==> src/rtl/seg_pkg.sv <==
// Shared constants and types for the 7-segment readback monitor.
package seg_pkg;

    localparam int unsigned SEG_W   = 8;
    localparam int unsigned GLYPH_W = 7;
    localparam int unsigned VAL_W   = 4;

    // Segment bus bit positions
    localparam int unsigned SEG_DP = 7;
    localparam int unsigned SEG_G  = 6;
    localparam int unsigned SEG_F  = 5;
    localparam int unsigned SEG_E  = 4;
    localparam int unsigned SEG_D  = 3;
    localparam int unsigned SEG_C  = 2;
    localparam int unsigned SEG_B  = 1;
    localparam int unsigned SEG_A  = 0;

    // Active-high gfedcba glyphs for hex values 0..F
    localparam logic [GLYPH_W-1:0] GLYPH_0     = 7'h3F;
    localparam logic [GLYPH_W-1:0] GLYPH_1     = 7'h06;
    localparam logic [GLYPH_W-1:0] GLYPH_2     = 7'h5B;
    localparam logic [GLYPH_W-1:0] GLYPH_3     = 7'h4F;
    localparam logic [GLYPH_W-1:0] GLYPH_4     = 7'h66;
    localparam logic [GLYPH_W-1:0] GLYPH_5     = 7'h6D;
    localparam logic [GLYPH_W-1:0] GLYPH_6     = 7'h7D;
    localparam logic [GLYPH_W-1:0] GLYPH_7     = 7'h07;
    localparam logic [GLYPH_W-1:0] GLYPH_8     = 7'h7F;
    localparam logic [GLYPH_W-1:0] GLYPH_9     = 7'h6F;
    localparam logic [GLYPH_W-1:0] GLYPH_A     = 7'h77;
    localparam logic [GLYPH_W-1:0] GLYPH_B     = 7'h7C;
    localparam logic [GLYPH_W-1:0] GLYPH_C     = 7'h39;
    localparam logic [GLYPH_W-1:0] GLYPH_D     = 7'h5E;
    localparam logic [GLYPH_W-1:0] GLYPH_E     = 7'h79;
    localparam logic [GLYPH_W-1:0] GLYPH_F     = 7'h71;
    localparam logic [GLYPH_W-1:0] GLYPH_BLANK = 7'h00;

    typedef enum logic {
        WAIT_FIRST = 1'b0,
        TRACK      = 1'b1
    } mon_state_e;

    typedef struct packed {
        logic             hit;
        logic [VAL_W-1:0] value;
    } glyph_dec_t;

endpackage

==> src/rtl/seg_glyph_decode.sv <==
// Maps a normalized (active-high) 7-bit segment pattern back to its hex value.
module seg_glyph_decode
    import seg_pkg::*;
(
    input  logic [GLYPH_W-1:0] pattern,
    output glyph_dec_t         dec_c
);

    always_comb begin
        dec_c = '{hit: 1'b1, value: 4'h0};
        case (pattern)
            GLYPH_0:     dec_c.value = 4'h0;
            GLYPH_1:     dec_c.value = 4'h1;
            GLYPH_2:     dec_c.value = 4'h2;
            GLYPH_3:     dec_c.value = 4'h3;
            GLYPH_4:     dec_c.value = 4'h4;
            GLYPH_5:     dec_c.value = 4'h5;
            GLYPH_6:     dec_c.value = 4'h6;
            GLYPH_7:     dec_c.value = 4'h7;
            GLYPH_8:     dec_c.value = 4'h8;
            GLYPH_9:     dec_c.value = 4'h9;
            GLYPH_A:     dec_c.value = 4'hA;
            GLYPH_B:     dec_c.value = 4'hB;
            GLYPH_C:     dec_c.value = 4'hC;
            GLYPH_D:     dec_c.value = 4'hD;
            GLYPH_E:     dec_c.value = 4'hE;
            GLYPH_F:     dec_c.value = 4'hF;
            GLYPH_BLANK: dec_c.hit   = 1'b0;
            default:     dec_c.hit   = 1'b0;
        endcase
    end

endmodule

==> src/rtl/seg_digit_monitor.sv <==
// Samples and debounces a 7-segment bus, decodes stable glyphs and tracks
// the direction of successive digit changes.
module seg_digit_monitor
    import seg_pkg::*;
#(
    parameter int unsigned STABLE_CYCLES = 2,
    parameter bit          ACTIVE_LOW    = 1'b1,
    parameter int unsigned CNT_W         = 8
) (
    input  logic             Clk,
    input  logic             nReset,
    input  logic [SEG_W-1:0] Segment,
    output logic [VAL_W-1:0] Digit_out,
    output logic             DP_out,
    output logic             Valid,
    output logic             Invalid,
    output logic             Dir_up,
    output logic             Dir_down,
    output logic             Step_err,
    output logic [CNT_W-1:0] Change_count
);

    localparam int unsigned      STB_W    = 4;
    localparam logic [STB_W-1:0] STB_MAX  = STB_W'(STABLE_CYCLES);
    localparam logic [STB_W-1:0] STB_ONE  = STB_W'(1);
    localparam logic [SEG_W-1:0] POL_MASK = {SEG_W{ACTIVE_LOW}};

    logic [SEG_W-1:0] seg_q;
    logic [STB_W-1:0] seg_cnt, dp_cnt;
    logic [STB_W-1:0] seg_cnt_nxt, dp_cnt_nxt;
    logic             seg_same_c, dp_same_c;
    logic             seg_reach_c, dp_reach_c;
    logic             seg_hit_q, dp_hit_q;
    logic [SEG_W-1:0] seg_norm_c;
    glyph_dec_t       dec_c;

    mon_state_e       state, state_nxt;
    logic [VAL_W-1:0] digit_nxt, digit_inc_c, digit_dec_c;
    logic             dp_nxt, valid_nxt, invalid_nxt;
    logic             up_nxt, down_nxt, step_nxt;
    logic [CNT_W-1:0] count_nxt;

    // Stability counters: glyph bits and DP are filtered independently
    always_comb begin
        seg_same_c  = (Segment[SEG_G:SEG_A] == seg_q[SEG_G:SEG_A]);
        dp_same_c   = (Segment[SEG_DP] == seg_q[SEG_DP]);
        seg_cnt_nxt = STB_ONE;
        dp_cnt_nxt  = STB_ONE;
        if (seg_same_c) seg_cnt_nxt = (seg_cnt >= STB_MAX) ? STB_MAX : seg_cnt + STB_ONE;
        if (dp_same_c)  dp_cnt_nxt  = (dp_cnt  >= STB_MAX) ? STB_MAX : dp_cnt  + STB_ONE;
        // Reaching the threshold counts once per stable run, even when it is 1
        seg_reach_c = (seg_cnt_nxt == STB_MAX) && (!seg_same_c || seg_cnt != STB_MAX);
        dp_reach_c  = (dp_cnt_nxt  == STB_MAX) && (!dp_same_c  || dp_cnt  != STB_MAX);
    end

    assign seg_norm_c = seg_q ^ POL_MASK;

    seg_glyph_decode u_decode (
        .pattern (seg_norm_c[SEG_G:SEG_A]),
        .dec_c   (dec_c)
    );

    assign digit_inc_c = Digit_out + VAL_W'(1);
    assign digit_dec_c = Digit_out - VAL_W'(1);

    // Acceptance, direction classification and tracking FSM
    always_comb begin
        state_nxt   = state;
        digit_nxt   = Digit_out;
        dp_nxt      = DP_out;
        valid_nxt   = 1'b0;
        invalid_nxt = Invalid;
        up_nxt      = 1'b0;
        down_nxt    = 1'b0;
        step_nxt    = 1'b0;
        count_nxt   = Change_count;

        if (dp_hit_q) dp_nxt = seg_norm_c[SEG_DP];

        if (seg_hit_q) begin
            if (!dec_c.hit) begin
                invalid_nxt = 1'b1;
            end else begin
                invalid_nxt = 1'b0;
                case (state)
                    WAIT_FIRST: begin
                        digit_nxt = dec_c.value;
                        valid_nxt = 1'b1;
                        state_nxt = TRACK;
                    end
                    TRACK: begin
                        if (dec_c.value != Digit_out) begin
                            digit_nxt = dec_c.value;
                            valid_nxt = 1'b1;
                            count_nxt = Change_count + CNT_W'(1);
                            if (dec_c.value == digit_inc_c)      up_nxt   = 1'b1;
                            else if (dec_c.value == digit_dec_c) down_nxt = 1'b1;
                            else                                 step_nxt = 1'b1;
                        end
                    end
                    default: state_nxt = WAIT_FIRST;
                endcase
            end
        end
    end

    always_ff @(posedge Clk or negedge nReset) begin
        if (!nReset) begin
            seg_q        <= '0;
            seg_cnt      <= '0;
            dp_cnt       <= '0;
            seg_hit_q    <= 1'b0;
            dp_hit_q     <= 1'b0;
            state        <= WAIT_FIRST;
            Digit_out    <= '0;
            DP_out       <= 1'b0;
            Valid        <= 1'b0;
            Invalid      <= 1'b0;
            Dir_up       <= 1'b0;
            Dir_down     <= 1'b0;
            Step_err     <= 1'b0;
            Change_count <= '0;
        end else begin
            seg_q        <= Segment;
            seg_cnt      <= seg_cnt_nxt;
            dp_cnt       <= dp_cnt_nxt;
            seg_hit_q    <= seg_reach_c;
            dp_hit_q     <= dp_reach_c;
            state        <= state_nxt;
            Digit_out    <= digit_nxt;
            DP_out       <= dp_nxt;
            Valid        <= valid_nxt;
            Invalid      <= invalid_nxt;
            Dir_up       <= up_nxt;
            Dir_down     <= down_nxt;
            Step_err     <= step_nxt;
            Change_count <= count_nxt;
        end
    end

endmodule

==> config.mk <==
export PLATFORM = sky130hd
export DESIGN_NAME = seg_digit_monitor
export DESIGN_NICKNAME = d
export VERILOG_FILES = /design/src/rtl/seg_pkg.sv /design/src/rtl/seg_glyph_decode.sv /design/src/rtl/seg_digit_monitor.sv
export SDC_FILE = /design/constraint.sdc
export NUM_CORES = 1
export LEC_CHECK = 0
export ABC_AREA = 1
export CORE_MARGIN = 2
export CORE_UTILIZATION = 50
export CTS_CLUSTER_SIZE = 16
export DETAILED_ROUTE_END_ITERATION = 7
export HOLD_SLACK_MARGIN = 0.02
export PLACE_DENSITY = 0.76
export SLEW_MARGIN = 20
export SYNTH_ARGS = -nofsm -noshare
export SYNTH_HDL_FRONTEND = slang
export SYNTH_SLANG_ARGS = --single-unit
==> constraint.sdc <==
create_clock -name Clk -period 1.9 [get_ports Clk]
set_clock_uncertainty 0.1 [all_clocks]
set_input_delay 0.19 -clock Clk [delete_from_list [all_inputs] [get_ports Clk]]
set_output_delay 0.19 -clock Clk [all_outputs]
set_load 0.005 [all_outputs]
Word level (Yosys, flattened, before mapping)
Index checks and enable logic that the tools add are counted.
{"block": "word_totals", "ff_bits": 37, "latch_bits": 0, "mem_bits_rw": 0, "rom_bits": 0, "in_bits": 10, "out_inout_bits": 18, "elab_cells": 89, "n_memories": 0}
{"block": "classes", "addsub": 5, "mul": 0, "div": 0, "order_cmp": 2, "eq_ne": 26, "shifts": 0, "n_mux": 30, "bitwise_logic": 2, "reduce_logical": 10}
{"cell": "== test 7 bit, second input constant", "n": 12}
{"cell": "one-hot mux 4 bit (15 select lines)", "n": 1}
{"cell": "2-to-1 mux 1 bit", "n": 22}
{"cell": "2-to-1 mux 4 bit", "n": 5}
{"cell": "OR reduction 16 bit", "n": 1}
{"cell": "== test 7 x 3 -> 1 bit, second input constant", "n": 2}
{"cell": "== test 7 x 6 -> 1 bit, second input constant", "n": 2}
{"cell": "adder 4 x 1 -> 4 bit, second input constant", "n": 3}
{"cell": "adder 8 x 1 -> 8 bit, second input constant", "n": 1}
{"cell": "== test 4 x 2 -> 1 bit, second input constant", "n": 2}
{"cell": "== test 4 bit", "n": 2}
{"cell": ">= comparator 4 x 2 -> 1 bit, second input constant", "n": 2}
{"cell": "!= test 4 x 2 -> 1 bit, second input constant", "n": 2}
{"cell": "NOT 8 bit", "n": 1}
{"cell": "one-hot mux 4 bit (2 select lines)", "n": 1}
{"cell": "== test 7 bit", "n": 1}
{"cell": "!= test 4 bit", "n": 1}
{"cell": "AND reduction 4 bit", "n": 1}
{"cell": "subtractor 4 x 1 -> 4 bit, second input constant", "n": 1}
{"cell": "AND reduction 3 bit", "n": 1}
{"cell": "logical AND 1 bit", "n": 2}
{"cell": "logical NOT 1 bit", "n": 2}
{"cell": "logical OR 1 bit", "n": 2}
{"cell": "!= test 2 x 1 -> 1 bit, second input constant", "n": 1}
{"cell": "other kinds (4)", "n": 4}

Longest topological paths before layout
Gate-level depths: netlist of run 1.
{"block": "depth", "ltp_word": 10, "depth_mapped": 15, "ltp_nobuf": 14}

By module
Synthesis of run 1 repeated with hierarchy kept, for this count alone.
{"block": "unflattened", "hier_cells": 293, "hier_area_um2": 2225.9}
{"mod": "seg_digit_monitor", "n_inst": 1, "cells_per_inst": 227, "area_per_inst_um2": 1910.6, "seq_area_each_um2": 925.9}
{"mod": "seg_glyph_decode", "n_inst": 1, "cells_per_inst": 66, "area_per_inst_um2": 315.3, "seq_area_each_um2": 0.0}

Worst setup path after synthesis of run 1
No wires, ideal clock.
{"block": "synth_timing", "path_type": "register -> register", "start": "register seg_q[6]", "end": "register Change_count[6]", "setup_time_ps": 122, "arrival_time_ps": 1603, "required_time_ps": 1678, "slack_ps": 75, "path_stages_with_launch": 14, "path_buffers": 1, "synth_period_minus_slack_ps": 1825, "cell_sequence": "dfrtp_1 -> inv_2 -> nand2_4 -> nor2_4 -> nand2_1 -> nand2_4 -> nor2_8 -> nand3_1 -> nand2_2 -> nor2_4 -> nand2_4 -> nand2_4 -> buf_12 -> o21ai_2"}
{"block": "synth_between", "elab_chain_cells": 5, "word_cells_on_any_way": 22, "classes_between": "eq/ne: 17; mux: 2; bitwise: 1; reduce/logical: 2"}
{"item": "start, declared", "line_no": "seg_digit_monitor.sv:28", "source": "logic [SEG_W-1:0] seg_q;"}
{"item": "start signal, assigned", "line_no": "seg_digit_monitor.sv:124", "source": "seg_q <= Segment;"}
{"item": "NOT 8 bit (no line) *"}
{"item": "== test 7 bit (tied with other cells)", "line_no": "seg_glyph_decode.sv:11", "source": "case (pattern)"}
{"item": "one-hot mux 4 bit (15 select lines) / OR reduction 16 bit (equally long branches)"}
{"item": "!= test 4 bit / 2-to-1 mux 1 bit (equally long branches)", "line_no": "seg_digit_monitor.sv:92, seg_glyph_decode.sv:11"}
{"item": "AND reduction 4 bit (no line) *"}
{"item": "end signal, assigned", "line_no": "seg_digit_monitor.sv:137", "source": "Change_count <= count_nxt;"}
{"item": "end, declared", "line_no": "seg_digit_monitor.sv:20", "source": "output logic [CNT_W-1:0] Change_count"}
Mark *: on every way between the ends. The rest lies on a longest branch, timed or not.
A chain may end at the register's enable or synchronous reset.

Final worst setup path of run 1
{"block": "layout_timing", "start": "register seg_q[3]", "end": "register Digit_out[2]"}
{"block": "layout_between", "elab_chain_cells": 6, "word_cells_on_any_way": 25, "classes_between": "eq/ne: 18; mux: 4; bitwise: 1; reduce/logical: 2"}
{"item": "NOT 8 bit (no line) *"}
{"item": "== test 7 bit (tied with other cells)", "line_no": "seg_glyph_decode.sv:11"}
{"item": "one-hot mux 4 bit (15 select lines)", "line_no": "seg_glyph_decode.sv:11"}
{"item": "!= test 4 bit", "line_no": "seg_digit_monitor.sv:92", "source": "if (dec_c.value != Digit_out) begin"}
{"item": "!= test 2 x 1 -> 1 bit (no line)"}
{"item": "AND reduction 3 bit (no line)"}
{"item": "end signal, assigned", "line_no": "seg_digit_monitor.sv:130", "source": "Digit_out <= digit_nxt;"}
{"item": "end, declared", "line_no": "seg_digit_monitor.sv:13", "source": "output logic [VAL_W-1:0] Digit_out,"}
Mark *: on every way between the ends. The rest lies on a longest branch, timed or not. The select of a mux whose other input is x is not followed.

==> results.sh, run 1 <==
export IMPL_setup_tns_ns=-0.746
export IMPL_cts_max_path_buffers=2
export IMPL_period_share_pct=104
export IMPL_slew_violations=0
export IMPL_synth_xor_area_share_pct=7.71
export IMPL_grt_max_degree=38
export IMPL_report_final_hold_viol_count=0
export IMPL_syn_instance_count=268
export IMPL_rrSetupSlack_ns=-0.07
export IMPL_place_gp_congestion=0.940
export IMPL_place_ws_ns=-0.0570
export IMPL_postSynthAreaPerCell_um2=8.47
export IMPL_synth_compound_area_share_pct=4.08
export IMPL_routed_via_density=4.98
export IMPL_ys_types=29
export IMPL_total_power_mw=1.76
export IMPL_ys_seq_area_share_pct=40.8
export IMPL_period_minus_slack_ns=1.97
export IMPL_fin_ws_ns=-0.0717
export IMPL_ir_worst_vdd_mv=0.432
export IMPL_drive_gt1_share_pct=37.7
export IMPL_area_growth_pct=34.7
export IMPL_htreeDepth=2
export IMPL_whs_ns=0.283
export IMPL_initial_utilization_pct=52.2
export IMPL_dr_first_iter_drc_count=94
export IMPL_worstSetupEndpointType="flop"
export IMPL_yosys_area_share_simple_pct=37.1
export IMPL_power_density_nw_per_um2=575
export IMPL_coreArea_um2=4350
export IMPL_dr_pass1_iters=4
export IMPL_drc=0
export IMPL_drt_total_wl_um=4610
export IMPL_r2r_cells=14
export IMPL_antenna_found_initial=0
export IMPL_cp_top_family="simple AND/OR/NAND/NOR gates"
export IMPL_outcome="complete, but fails checks"
export IMPL_synth_top_family_by_area="simple AND/OR/NAND/NOR gates"
export IMPL_cp_num_buf_inv=2
export IMPL_io_pins=28
export IMPL_dr_total_vias=1883
export IMPL_max_freq_mhz=507
export IMPL_slowest_delay_ns=0.46
export IMPL_rows=24
export IMPL_die_area_um2=5100
export IMPL_grt_usage_pct=19.1
export IMPL_cts_inserted_buffers=5
export IMPL_worstPathMaxFanout=5
export IMPL_path_class="reg -> reg"
export IMPL_ant_nets=0
export IMPL_cpMaxStageDelayCell="dfrtp_2"
export IMPL_cts_tree="yes"
export IMPL_hold_path_depth=1
export IMPL_synth_warnings=0
export IMPL_synth_seq_cells=37
export IMPL_grt_ovfl_total=0
export IMPL_crit_chain="inv_4 -> nor2_4 -> nand2_1 -> nand2_2 -> o21ai_2 -> buf_6 -> nand2_4 -> nand2_2 -> nand2_2 -> nor2_4 -> nand3_2 -> nand2_4 -> nand2_1 -> nand2_1"
export IMPL_cts_root_buf="clkbuf_8"
export IMPL_mostFrequentLayoutCell="nand2_1"
export IMPL_finalNetCount=343
export IMPL_synth_area_um2=2270
export IMPL_holdPathEnd="seg_q[4]"
export IMPL_r2r_end="Digit_out[2]"
export IMPL_setup_viol=15
export IMPL_dp_hpwl_um=3160
export IMPL_rsz0062_at_grt="yes"
export IMPL_wire_per_inst_um=12.2
export IMPL_io_buffers=27
export IMPL_crit_arrival_ns=2.10
export IMPL_p_leak_nw=1.45
export IMPL_synthAdderAreaFrac_pct=3.86
export IMPL_grt_pass1_wl_um=7650
export IMPL_r2r_start="seg_q[3]"
export IMPL_hold_path_class="in -> reg"
export IMPL_die_y_um=71.4
export IMPL_violations="setup timing"
export IMPL_cp_required_ns=2.03
export IMPL_clkTransAtPathRegs_ns=0.07
export IMPL_drv_cap=0
export IMPL_grt_pass1_vias=1762
export IMPL_layout_common_cells="34 x nand2_1, 32 x dfrtp_1, 31 x nand2_2"
export IMPL_synth_area_mux_share_pct=0
export IMPL_die_w_um=71.4
export IMPL_finish_utilization_pct=70.2
export IMPL_clock_latency_ns=0.29
export IMPL_startpoint_type="flop"
export IMPL_hp_start="Segment[4]"
export IMPL_clock_sinks=37
export IMPL_diodes=0
-- worst max path at each step --
stage / slack [ns] / depth (start not counted) / startpoint / to
floorplan: 0.07 / 13 / seg_q[6] / Change_count[6]
global placement: -0.04 / 13 / seg_q[6] / Change_count[6]
detailed placement: -0.06 / 13 / seg_q[6] / Change_count[5]
CTS: 0.003 / 14 / seg_q[3] / Change_count[0]
global route: -0.18 / 14 / seg_q[3] / Digit_out[2]
finish: -0.07 / 14 / seg_q[3] / Digit_out[2]
-- worst reg2reg max path: cells and delay by family (launching register included) --
| kind | cells | cell delay (ns) |
|---|---|---|
| AOI/OAI and AO/OA | 1 | 0.16 |
| buffers and inverters | 2 | 0.23 |
| DFF | 1 | 0.46 |
| and+or+nand+nor | 11 | 0.96 |
-- per-layer routing --
layer | vias up | global-route usage [%] | part of all wire [%]
li1 | 958 | - | -
met1 | 877 | 24.8 | 44
met2 | 37 | 31.9 | 51
met3 | 11 | 4.22 | 3.3
met4 | 0 | 6.29 | 1.9
met5 | - | 0 | 0
-- cell usage after synthesis --
cell	number	share of area, %
a21oi_1	4	0.88
inv_2	7	1.2
nand3_1	27	6.0
conb_1	1	0.17
nor3_1	2	0.44
nand2_4	10	5.0
nand2_2	21	5.8
o21ai_0	3	0.66
o21ai_2	4	1.5
nor2_8	1	0.88
buf_12	1	0.88
inv_1	26	4.3
nand3b_1	1	0.33
nor3b_1	1	0.33
nor2_2	3	0.83
nand3_2	1	0.44
nor4_1	1	0.28
nor2_1	28	4.6
nand4_1	2	0.55
xor2_1	6	2.3
o21ai_1	1	0.22
nor2_4	6	3.0
a21oi_2	1	0.39
nand2_1	50	8.3
ha_1	7	3.9
xnor2_1	14	5.4
nor3_2	1	0.44
a2111oi_0	1	0.39
dfrtp_1	37	41
-- registers in the layout, indices dropped and copies added (netlist names), 4 cells and up --
signal	flops
Change_count	8
Digit_out	4
dp_cnt	4
seg_cnt	4
seg_q	8
-- logic make-up after synthesis --
group / after synthesis
and+or+nand+nor: 155
DFF: 37
adders and majority gates: 7
AOI/OAI and AO/OA: 14
buffers and inverters: 34
other: 1
xor gates and xnor gates: 20
-- report_power, final --
group / leakage [nW] / switching (mW) / internal [mW] / total, mW
combinational: 0.926 / 0.130 / 0.119 / 0.250
clock: 0.0540 / 0.280 / 0.381 / 0.662
sequential: 0.475 / 0.0290 / 0.818 / 0.847
-- metrics by stage --
step	std cells	area, um2
finish	378	3060
global route	378	3060
CTS	378	2940
detailed placement	363	2710
global placement	363	2710
floorplan	269	2270
-- cell type report --
cell class | instances | area (um2)
Tap cell | 52 | 65.1
Sequential cell | 37 | 932
Fill cell | 334 | 1300
Multi-Input combinational cell | 198 | 1370
Clock buffer | 5 | 68.8
Inverter | 33 | 126
Clock inverter | 2 | 35.0
Timing Repair Buffer | 51 | 459
-- repair_timing --
| action | in CTS | in global routing |
|---|---|---|
| endpoints found under the setup margin | 13 | 17 |
| cloned | 0 | 0 |
| resized for setup | 22 | 33 |
| endpoints found under the hold margin | 37 | 0 |
| hold buffers | 1 | 0 |
| buffers inserted | 7 | 0 |
| pin swaps | 10 | 16 |
Power figures use the tool's default switching activity.
==> inputs of run 2 (changes only) <==
- PLACE_DENSITY: 0.76 -> 0.77
==> results.sh, run 2 (synthesis gave the netlist of run 1 again) <==
export IMPL_clock_sinks=37
export IMPL_ir_worst_vdd_mv=0.427
export IMPL_grt_pass1_wl_um=8110
export IMPL_slowest_delay_ns=0.45
export IMPL_cp_required_ns=1.99
export IMPL_place_gp_congestion=0.906
export IMPL_dp_hpwl_um=3160
export IMPL_report_final_hold_viol_count=0
export IMPL_cp_num_buf_inv=2
export IMPL_dr_pass1_iters=4
export IMPL_reg_top3="Change_count x8, seg_q x8"
export IMPL_grt_pass1_vias=1907
export IMPL_htreeDepth=2
export IMPL_hold_path_class="in -> reg"
export IMPL_cts_inserted_buffers=5
export IMPL_worstSetupEndpointType="flop"
export IMPL_clkTransAtPathRegs_ns=0.08
export IMPL_rsz0062_at_grt="yes"
export IMPL_cts_root_buf="clkbuf_8"
export IMPL_coreArea_um2=4350
export IMPL_period_share_pct=101
export IMPL_die_w_um=71.4
export IMPL_power_density_nw_per_um2=591
export IMPL_place_ws_ns=-0.0759
export IMPL_wire_per_inst_um=12.8
export IMPL_die_y_um=71.4
export IMPL_max_freq_mhz=520
export IMPL_clock_latency_ns=0.29
export IMPL_fin_ws_ns=-0.0232
export IMPL_setup_viol=10
export IMPL_io_pins=28
export IMPL_grt_usage_pct=19.9
export IMPL_drt_total_wl_um=4850
export IMPL_slew_violations=0
export IMPL_whs_ns=0.282
export IMPL_rows=24
export IMPL_finish_utilization_pct=70.8
export IMPL_initial_utilization_pct=52.2
export IMPL_path_class="reg -> reg"
export IMPL_grt_ovfl_total=0
export IMPL_cts_tree="yes"
export IMPL_routed_via_density=4.95
export IMPL_area_growth_pct=35.7
export IMPL_ant_nets=0
export IMPL_setup_tns_ns=-0.102
export IMPL_drv_cap=0
export IMPL_p_leak_nw=1.47
export IMPL_io_buffers=27
export IMPL_crit_chain="inv_2 -> nor2_2 -> nand3_1 -> nand2_1 -> nor2_2 -> nand2_2 -> nand2_2 -> nand2_2 -> nor2_4 -> nand2_4 -> buf_6 -> nand3b_1 -> nand2_2"
export IMPL_cp_top_family="simple AND/OR/NAND/NOR gates"
export IMPL_startpoint_type="flop"
export IMPL_crit_arrival_ns=2.01
export IMPL_worstPathMaxFanout=6
export IMPL_grt_max_degree=38
export IMPL_antenna_found_initial=0
export IMPL_outcome="complete, but fails checks"
export IMPL_dr_total_vias=1880
export IMPL_violations="setup timing"
export IMPL_period_minus_slack_ns=1.92
export IMPL_finalNetCount=344
export IMPL_diodes=0
export IMPL_drive_gt1_share_pct=39.9
export IMPL_layout_common_cells="33 x nand2_1, 33 x nand2_2, 31 x dfrtp_1"
export IMPL_crit_top_cell="nand2_2"
export IMPL_die_area_um2=5100
export IMPL_cpMaxStageDelayCell="dfrtp_2"
export IMPL_drc=0
export IMPL_dr_first_iter_drc_count=42
export IMPL_cts_max_path_buffers=2
## run 2: where the power goes
part	internal, mW	switching, mW	leakage (nW)
Clock	0.427	0.291	0.0574
Combinational	0.120	0.135	0.939
Sequential	0.818	0.0304	0.474
## run 2: worst paths after layout
kind,from,end,slack [ns],depth (start not counted)
setup / recovery,seg_q[3],Change_count[0],-0.02,13
hold / removal,Segment[3],seg_q[3],0.28,1
setup reg to reg,seg_q[3],Change_count[0],-0.02,13
hold reg to reg,dp_hit_q,DP_out,0.33,1
max in group asynchronous,nReset,seg_q[5],0.98,3
min in group asynchronous,nReset,Dir_up,0.36,3
## run 2: per-stage QoR
| stage | cells | area, um2 | power (mW) |
|---|---|---|---|
| 2_1_floorplan | 269 | 2270 | 0.971 |
| 3_3_place_gp | 364 | 2710 | 1.06 |
| 3_5_place_dp | 364 | 2710 | 1.07 |
| 4_1_cts | 379 | 2960 | 1.81 |
| 5_1_grt | 380 | 3080 | 1.90 |
| 6_report | 380 | 3080 | 1.82 |
## run 2: cell type report
| class | instances | area (um2) |
|---|---|---|
| clock buffers | 6 | 82.6 |
| clock inverters | 2 | 37.5 |
| repair buffers | 52 | 463 |
| flip-flops and latches | 37 | 933 |
| fillers | 330 | 1270 |
| inverters | 33 | 126 |
| multi-input cells | 198 | 1370 |
| well taps | 52 | 65.1 |
## run 2: what timing repair did
item,4_1_cts,5_1_grt
gates resized for setup,21,37
hold buffers,1,0
buffers inserted,8,1
endpoints found under the setup margin,16,17
pin swaps,12,11
hold endpoints to repair,37,0
## run 2: metal layers
metal,GRT usage (%),vias to the layer above,share of wire (%)
met5,0,-,0
met4,8.39,0,2.8
met3,3.94,14,2.5
met2,35.3,31,54
met1,23.3,878,41
li1,-,957,-
==> inputs of run 3 (changes only) <==
- ABC_AREA: 1 -> 0
- CORE_UTILIZATION: 50 -> 48
- PLACE_DENSITY: 0.77 -> 0.76
==> results.sh, run 3 <==
export IMPL_outcome="complete, but fails checks"
export IMPL_violations="setup timing"
export IMPL_finalInstanceArea_um2=2920
export IMPL_grt_usage_pct=22.5
export IMPL_synth_edf_count=0
export IMPL_synth_seq_cells=37
export IMPL_place_ws_ns=-0.776
export IMPL_p_leak_nw=1.36
export IMPL_initial_utilization_pct=49.1
export IMPL_crit_top_cell="buf_6"
export IMPL_total_power_mw=1.69
export IMPL_synth_commonest_cells="37 x dfrtp_1, 15 x nor2_1, 13 x inv_1, 13 x xnor2_1, 12 x nor3_1"
export IMPL_fill_cells=258
export IMPL_grt_pass1_vias=1620
export IMPL_antenna_found_initial=0
export IMPL_placedCellCount=295
export IMPL_fin_ws_ns=-0.725
export IMPL_final_cells=314
export IMPL_io_buffers=27
export IMPL_async_flop_share_pct=100
export IMPL_report_final_hold_viol_count=0
export IMPL_io_pins=28
export IMPL_postSynthAreaPerCell_um2=10.4
export IMPL_place_gp_congestion=0.822
export IMPL_routed_via_density=5.17
export IMPL_synth_top_area_share_pct=47.9
export IMPL_ir_worst_vdd_mv=0.642
export IMPL_worstSetupEndpointType="flop"
export IMPL_slew_violations=0
export IMPL_max_freq_mhz=381
export IMPL_cpMaxStageDelayCell="or4b_4"
export IMPL_clock_sinks=37
export IMPL_holdBufCountCts=0
export IMPL_use_met2_pct=35.4
export IMPL_ant_nets=0
export IMPL_synth_largest_area_cell="dfrtp_1"
export IMPL_seqCellArea_um2=932
export IMPL_rrSetupSlack_ns=-0.73
export IMPL_grt_busiest_layer="met2"
export IMPL_reg_top3="Change_count x8, seg_q x8"
export IMPL_drc=0
export IMPL_slowest_delay_ns=0.56
export IMPL_die_w_um=67.5
export IMPL_ys_seq_area_share_pct=47.9
export IMPL_drive_gt1_share_pct=34.5
export IMPL_die_y_um=67.5
export IMPL_rows=23
export IMPL_path_class="reg -> reg"
export IMPL_grt_pass1_wl_um=7580
export IMPL_setup_viol=18
export IMPL_power_density_nw_per_um2=580
export IMPL_crit_chain="nand2b_4 -> or4b_4 -> a21oi_4 -> buf_6 -> nor2_4 -> xnor2_4 -> o41ai_4 -> buf_6 -> mux2_4"
export IMPL_grt_ovfl_total=0
export IMPL_die_area_um2=4550
export IMPL_period_minus_slack_ns=2.63
export IMPL_startpoint_type="flop"
export IMPL_r2r_end="Change_count[1]"
export IMPL_whs_ns=0.223
export IMPL_drv_cap=0
export IMPL_synthTopCellsByArea="dfrtp_1 48%, xnor2_1 5.9%, xor2_1 5.0%"
export IMPL_syn_instance_count=186
export IMPL_wire_per_inst_um=14.9
export IMPL_multi_input_area_um2=1120
export IMPL_cts_max_path_buffers=2
export IMPL_cp_required_ns=1.97
export IMPL_grtUsageMet3_pct=5.17
export IMPL_r2r_start="seg_q[2]"
export IMPL_crit_arrival_ns=2.70
export IMPL_dr_first_iter_drc_count=110
export IMPL_htreeDepth=2
export IMPL_grt_max_degree=38
export IMPL_period_share_pct=138
export IMPL_layout_common_cells="44 x buf_4, 32 x dfrtp_1, 27 x clkdlybuf4s50_1"
export IMPL_synth_ff_type="dfrtp_1"
export IMPL_cts_root_buf="clkbuf_8"
export IMPL_r2r_cells=9
export IMPL_rsz0062_at_grt="yes"
export IMPL_area_growth_pct=50.8
export IMPL_dr_total_vias=1623
export IMPL_clock_latency_ns=0.29
export IMPL_mostFrequentLayoutCell="buf_4"
export IMPL_worstPathMaxFanout=5
export IMPL_synth_area_um2=1930
export IMPL_finalNetCount=281
export IMPL_yosysMostFrequentCell="dfrtp_1"
export IMPL_placed_cell_area_um2=2580
export IMPL_synth_warnings=0
export IMPL_dr_pass1_iters=4
export IMPL_clkTransAtPathRegs_ns=0.08
export IMPL_cts_tree="yes"
export IMPL_dp_hpwl_um=2950
export IMPL_diodes=0
export IMPL_grt_use_met1_pct=31.5
export IMPL_coreArea_um2=3940
export IMPL_ys_types=44
export IMPL_drt_total_wl_um=4680
export IMPL_cts_inserted_buffers=5
export IMPL_hold_path_class="in -> async"
-- run 3: changes by cell type after synthesis, sizes merged, moves of 5 or more --
cell / previous run / this run
inv: 33 / 13
nand2: 81 / 11
nor3: 3 / 12
nor2: 38 / 16
buf: 1 / 6
nor4: 1 / 6
nand3: 28 / 4
xor2: 6 / 11
-- run 3: layer usage --
| layer | vias to the layer above | part of all wire [%] | wire length (um) |
|---|---|---|---|
| met4 | 0 | 1.0 | 48 |
| met5 | - | 0 | 0 |
| met2 | 36 | 49 | 2280 |
| li1 | 794 | - | - |
| met1 | 787 | 47 | 2210 |
| met3 | 6 | 3.0 | 139 |
-- run 3: power breakdown --
part / switching (mW) / internal [mW]
clock: 0.273 / 0.254
combinational: 0.135 / 0.165
sequential: 0.0382 / 0.828
-- run 3: worst max-delay path by stage --
stage	from	cells past startpoint	slack (ns)	end
finish	seg_q[2]	9	-0.73	Change_count[1]
global route	seg_q[2]	9	-0.80	Change_count[1]
CTS	seg_q[2]	9	-0.71	Change_count[1]
detailed placement	seg_q[4]	12	-0.78	Change_count[5]
global placement	seg_q[5]	10	-0.73	Change_count[5]
floorplan	seg_q[4]	8	-0.65	Change_count[1]
-- run 3: cell families after synthesis --
logic type,after synthesis,synth area share [%]
mux,4,2.39
compound gates,23,9.12
simple gates,68,19.3
xor+xnor,25,11.7
other cells,1,0.194
fa+ha+maj,7,4.53
flops,37,47.9
buf+inv,21,4.85
-- run 3: cell type report --
| type | instances | share of cell area (%) |
|---|---|---|
| Tap cell | 50 | 2.14 |
| Clock buffer | 6 | 2.49 |
| Timing Repair Buffer | 78 | 23.1 |
| Multi-Input combinational cell | 129 | 38.4 |
| Sequential cell | 37 | 31.9 |
| Clock inverter | 1 | 0.300 |
| Inverter | 13 | 1.67 |
-- run 3: worst max-delay path: cells and delay by family (launching register included) --
kind / cells / cell delay, ns
muxes: 1 / 0.30
and+or+nand+nor: 3 / 0.76
buffers and inverters: 2 / 0.31
AOI/OAI and AO/OA: 2 / 0.50
xor gates and xnor gates: 1 / 0.13
DFF: 1 / 0.41
-- run 3: metrics by stage --
stage          utilization (%)  TNS, ns
6_report                  74.0    -9.51
5_1_grt                   74.0   -11.44
4_1_cts                   71.7    -9.16
3_5_place_dp              65.3   -10.25
3_3_place_gp              65.3    -9.86
2_1_floorplan                -    -7.36
-- run 3: what timing repair did --
item	CTS	global route
setup buffers	5	6
cloned	1	0
pin swaps	10	9
gates resized for setup	23	8
setup endpoints to repair	18	18
==> RTL edit: new RTL, config.mk and constraints of run 1 <==
Add an input register stage for `Segment`; this delays it by one clock.
--- a/src/rtl/seg_digit_monitor.sv
+++ b/src/rtl/seg_digit_monitor.sv
@@ -27,2 +27,8 @@
 
+    logic [SEG_W-1:0] Segment_q;
+
+    always_ff @(posedge Clk) begin
+        Segment_q <= Segment;
+    end
+
     logic [SEG_W-1:0] seg_q;
@@ -44,4 +50,4 @@
     always_comb begin
-        seg_same_c  = (Segment[SEG_G:SEG_A] == seg_q[SEG_G:SEG_A]);
-        dp_same_c   = (Segment[SEG_DP] == seg_q[SEG_DP]);
+        seg_same_c  = (Segment_q[SEG_G:SEG_A] == seg_q[SEG_G:SEG_A]);
+        dp_same_c   = (Segment_q[SEG_DP] == seg_q[SEG_DP]);
         seg_cnt_nxt = STB_ONE;
@@ -123,3 +129,3 @@
         end else begin
-            seg_q        <= Segment;
+            seg_q        <= Segment_q;
             seg_cnt      <= seg_cnt_nxt;
Check against the original RTL: not equivalent (Yosys sat finds a counterexample within 4 cycles, from zero or initial values and one cycle with nReset low).
==> RTL edit against run 1 <==
The flow still finishes with violations (negative setup slack); cell area fell by 0.20%; first-iteration DRC count increased by 1.1%; highest routed layer unchanged; routed wire length is 3.7% lower; clock power is 14% lower; largest cell class unchanged; area after synthesis rose by 4.2%; sequential cell count increased by 8; sequential power increased by 22%; setup slack improved by 0.054 ns; power grew 3.6%; largest power group unchanged.
==> RTL edit: results <==
export IMPL_stdcell_area_um2=3050
export IMPL_reg_top3="Change_count: 8 flops, Segment_q: 8 flops, seg_q: 8 flops"
export IMPL_cp_arrival_ns=2.05
export IMPL_first_pass_iters=4
export IMPL_max_stage_delay_ns=0.45
export IMPL_use_met3_pct=3.73
export IMPL_cts_made_buffers=5
export IMPL_synth_flop_cell="dfrtp_1"
export IMPL_p_leak_uw=0.00149
export IMPL_antenna_cells=0
export IMPL_setup_viol=5
export IMPL_fillers=367
export IMPL_cts_resized=8
export IMPL_antenna_found_initial=0
export IMPL_violations="negative setup slack"
export IMPL_fin_ws_ns=-0.0182
export IMPL_wl_met3_um=138
export IMPL_post_dp_hpwl_um=3150
export IMPL_placed_cell_area_um2=2770
export IMPL_synth_area_top_cells="dfrtp_1 (39%), nand2_1 (9.4%), dfxtp_1 (6.8%)"
export IMPL_dr_max_layer_used="met4"
export IMPL_gr_usage_met2_pct=29.9
export IMPL_synth_distinct_cells=28
export IMPL_grt_pass1_vias=1703
export IMPL_ys_seq_area_share_pct=45.9
export IMPL_synthArstFlopShare_pct=82.2
export IMPL_tns_ns=-0.0568
export IMPL_postCtsSetupRepairBufs=3
export IMPL_wl_met1_um=2040
export IMPL_synth_warning_count=0
export IMPL_status="finished with violations"
export IMPL_port_buffers=27
export IMPL_crit_fanout=6
export IMPL_nets=347
export IMPL_cp_slowest_cell="dfrtp_2"
export IMPL_insertion_delay_ns=0.29
export IMPL_drive_gt1_share_pct=29.3
export IMPL_grt_usage_pct=18.0
export IMPL_cts_root_buf="clkbuf_8"
export IMPL_hold_buffers=1
export IMPL_synthTopCellsByCount="nand2_1 (59), dfrtp_1 (37), nor2_1 (32), inv_1 (27), nand3_1 (27)"
export IMPL_num_vias=1898
export IMPL_wl_um=4440
export IMPL_drtIter0Drc=95
export IMPL_grt_util_met1_pct=23.8
export IMPL_worst_pin_slew_ns=0.513
export IMPL_grt_pass1_wl_um=7500
export IMPL_wl_met2_um=2190
export IMPL_internal_power_uw=1360
export IMPL_clkTransAtPathRegs_ns=0.08
export IMPL_hold_class="primary input to flip-flop"
export IMPL_clock_path_buffers=2
export IMPL_gp_congestion=1.01
export IMPL_vdd_ir_drop_max_v=0.000373
RTL edit: final timing paths:
check | end | slack, ns | start | cells after the start
worst max-delay path | Change_count[3] | -0.02 | seg_q[3] | 12
worst min-delay path | Segment_q[7] | 0.24 | Segment[7] | 1
worst max register to register | Change_count[3] | -0.02 | seg_q[3] | 12
worst min register to register | seg_q[4] | 0.25 | Segment_q[4] | 0
max in group asynchronous | seg_q[0] | 0.99 | nReset | 3
min in group asynchronous | Digit_out[2] | 0.36 | nReset | 3
RTL edit: power by group through the flow:
stage | logic (uW) | registers, uW | clock network (uW)
2_1_floorplan | 115 | 1040 | 0
5_1_grt | 253 | 1030 | 635
3_5_place_dp | 196 | 1040 | 0
3_3_place_gp | 192 | 1040 | 0
4_1_cts | 208 | 1020 | 592
6_report | 225 | 1030 | 570
RTL edit: kinds of logic after synthesis:
kind of cell             Yosys count  synth area share, %
AO/OA/AOI/OAI                     14                 3.91
other                              1                0.158
XOR/XNOR                          20                 7.40
AND/OR/NAND/NOR                  157                 33.2
flip-flops                        45                 45.9
buffers and inverters             32                 5.76
adder cells (fa/ha/maj)            7                 3.70
RTL edit: stage by stage:
step	setup slack, ns	cells
4_1_cts	-0.00390	381
6_report	-0.0182	385
5_1_grt	-0.147	385
2_1_floorplan	0.120	277
3_3_place_gp	-0.0415	369
3_5_place_dp	-0.0635	369
RTL edit: critical path, delay by kind of cell, from the launching register on:
| family | cells | cell delay [ns] |
|---|---|---|
| buffers and inverters | 2 | 0.25 |
| DFF | 1 | 0.45 |
| AOI/OAI and AO/OA | 2 | 0.47 |
| and+or+nand+nor | 8 | 0.57 |
RTL edit: final cells by class:
class,instances,area share [%]
timing repair buffer,46,13.9
multi-input combinational,201,41.6
inverter,31,3.81
tap,54,2.21
clock inverter,1,0.246
sequential,45,35.8
clock buffer,7,2.50
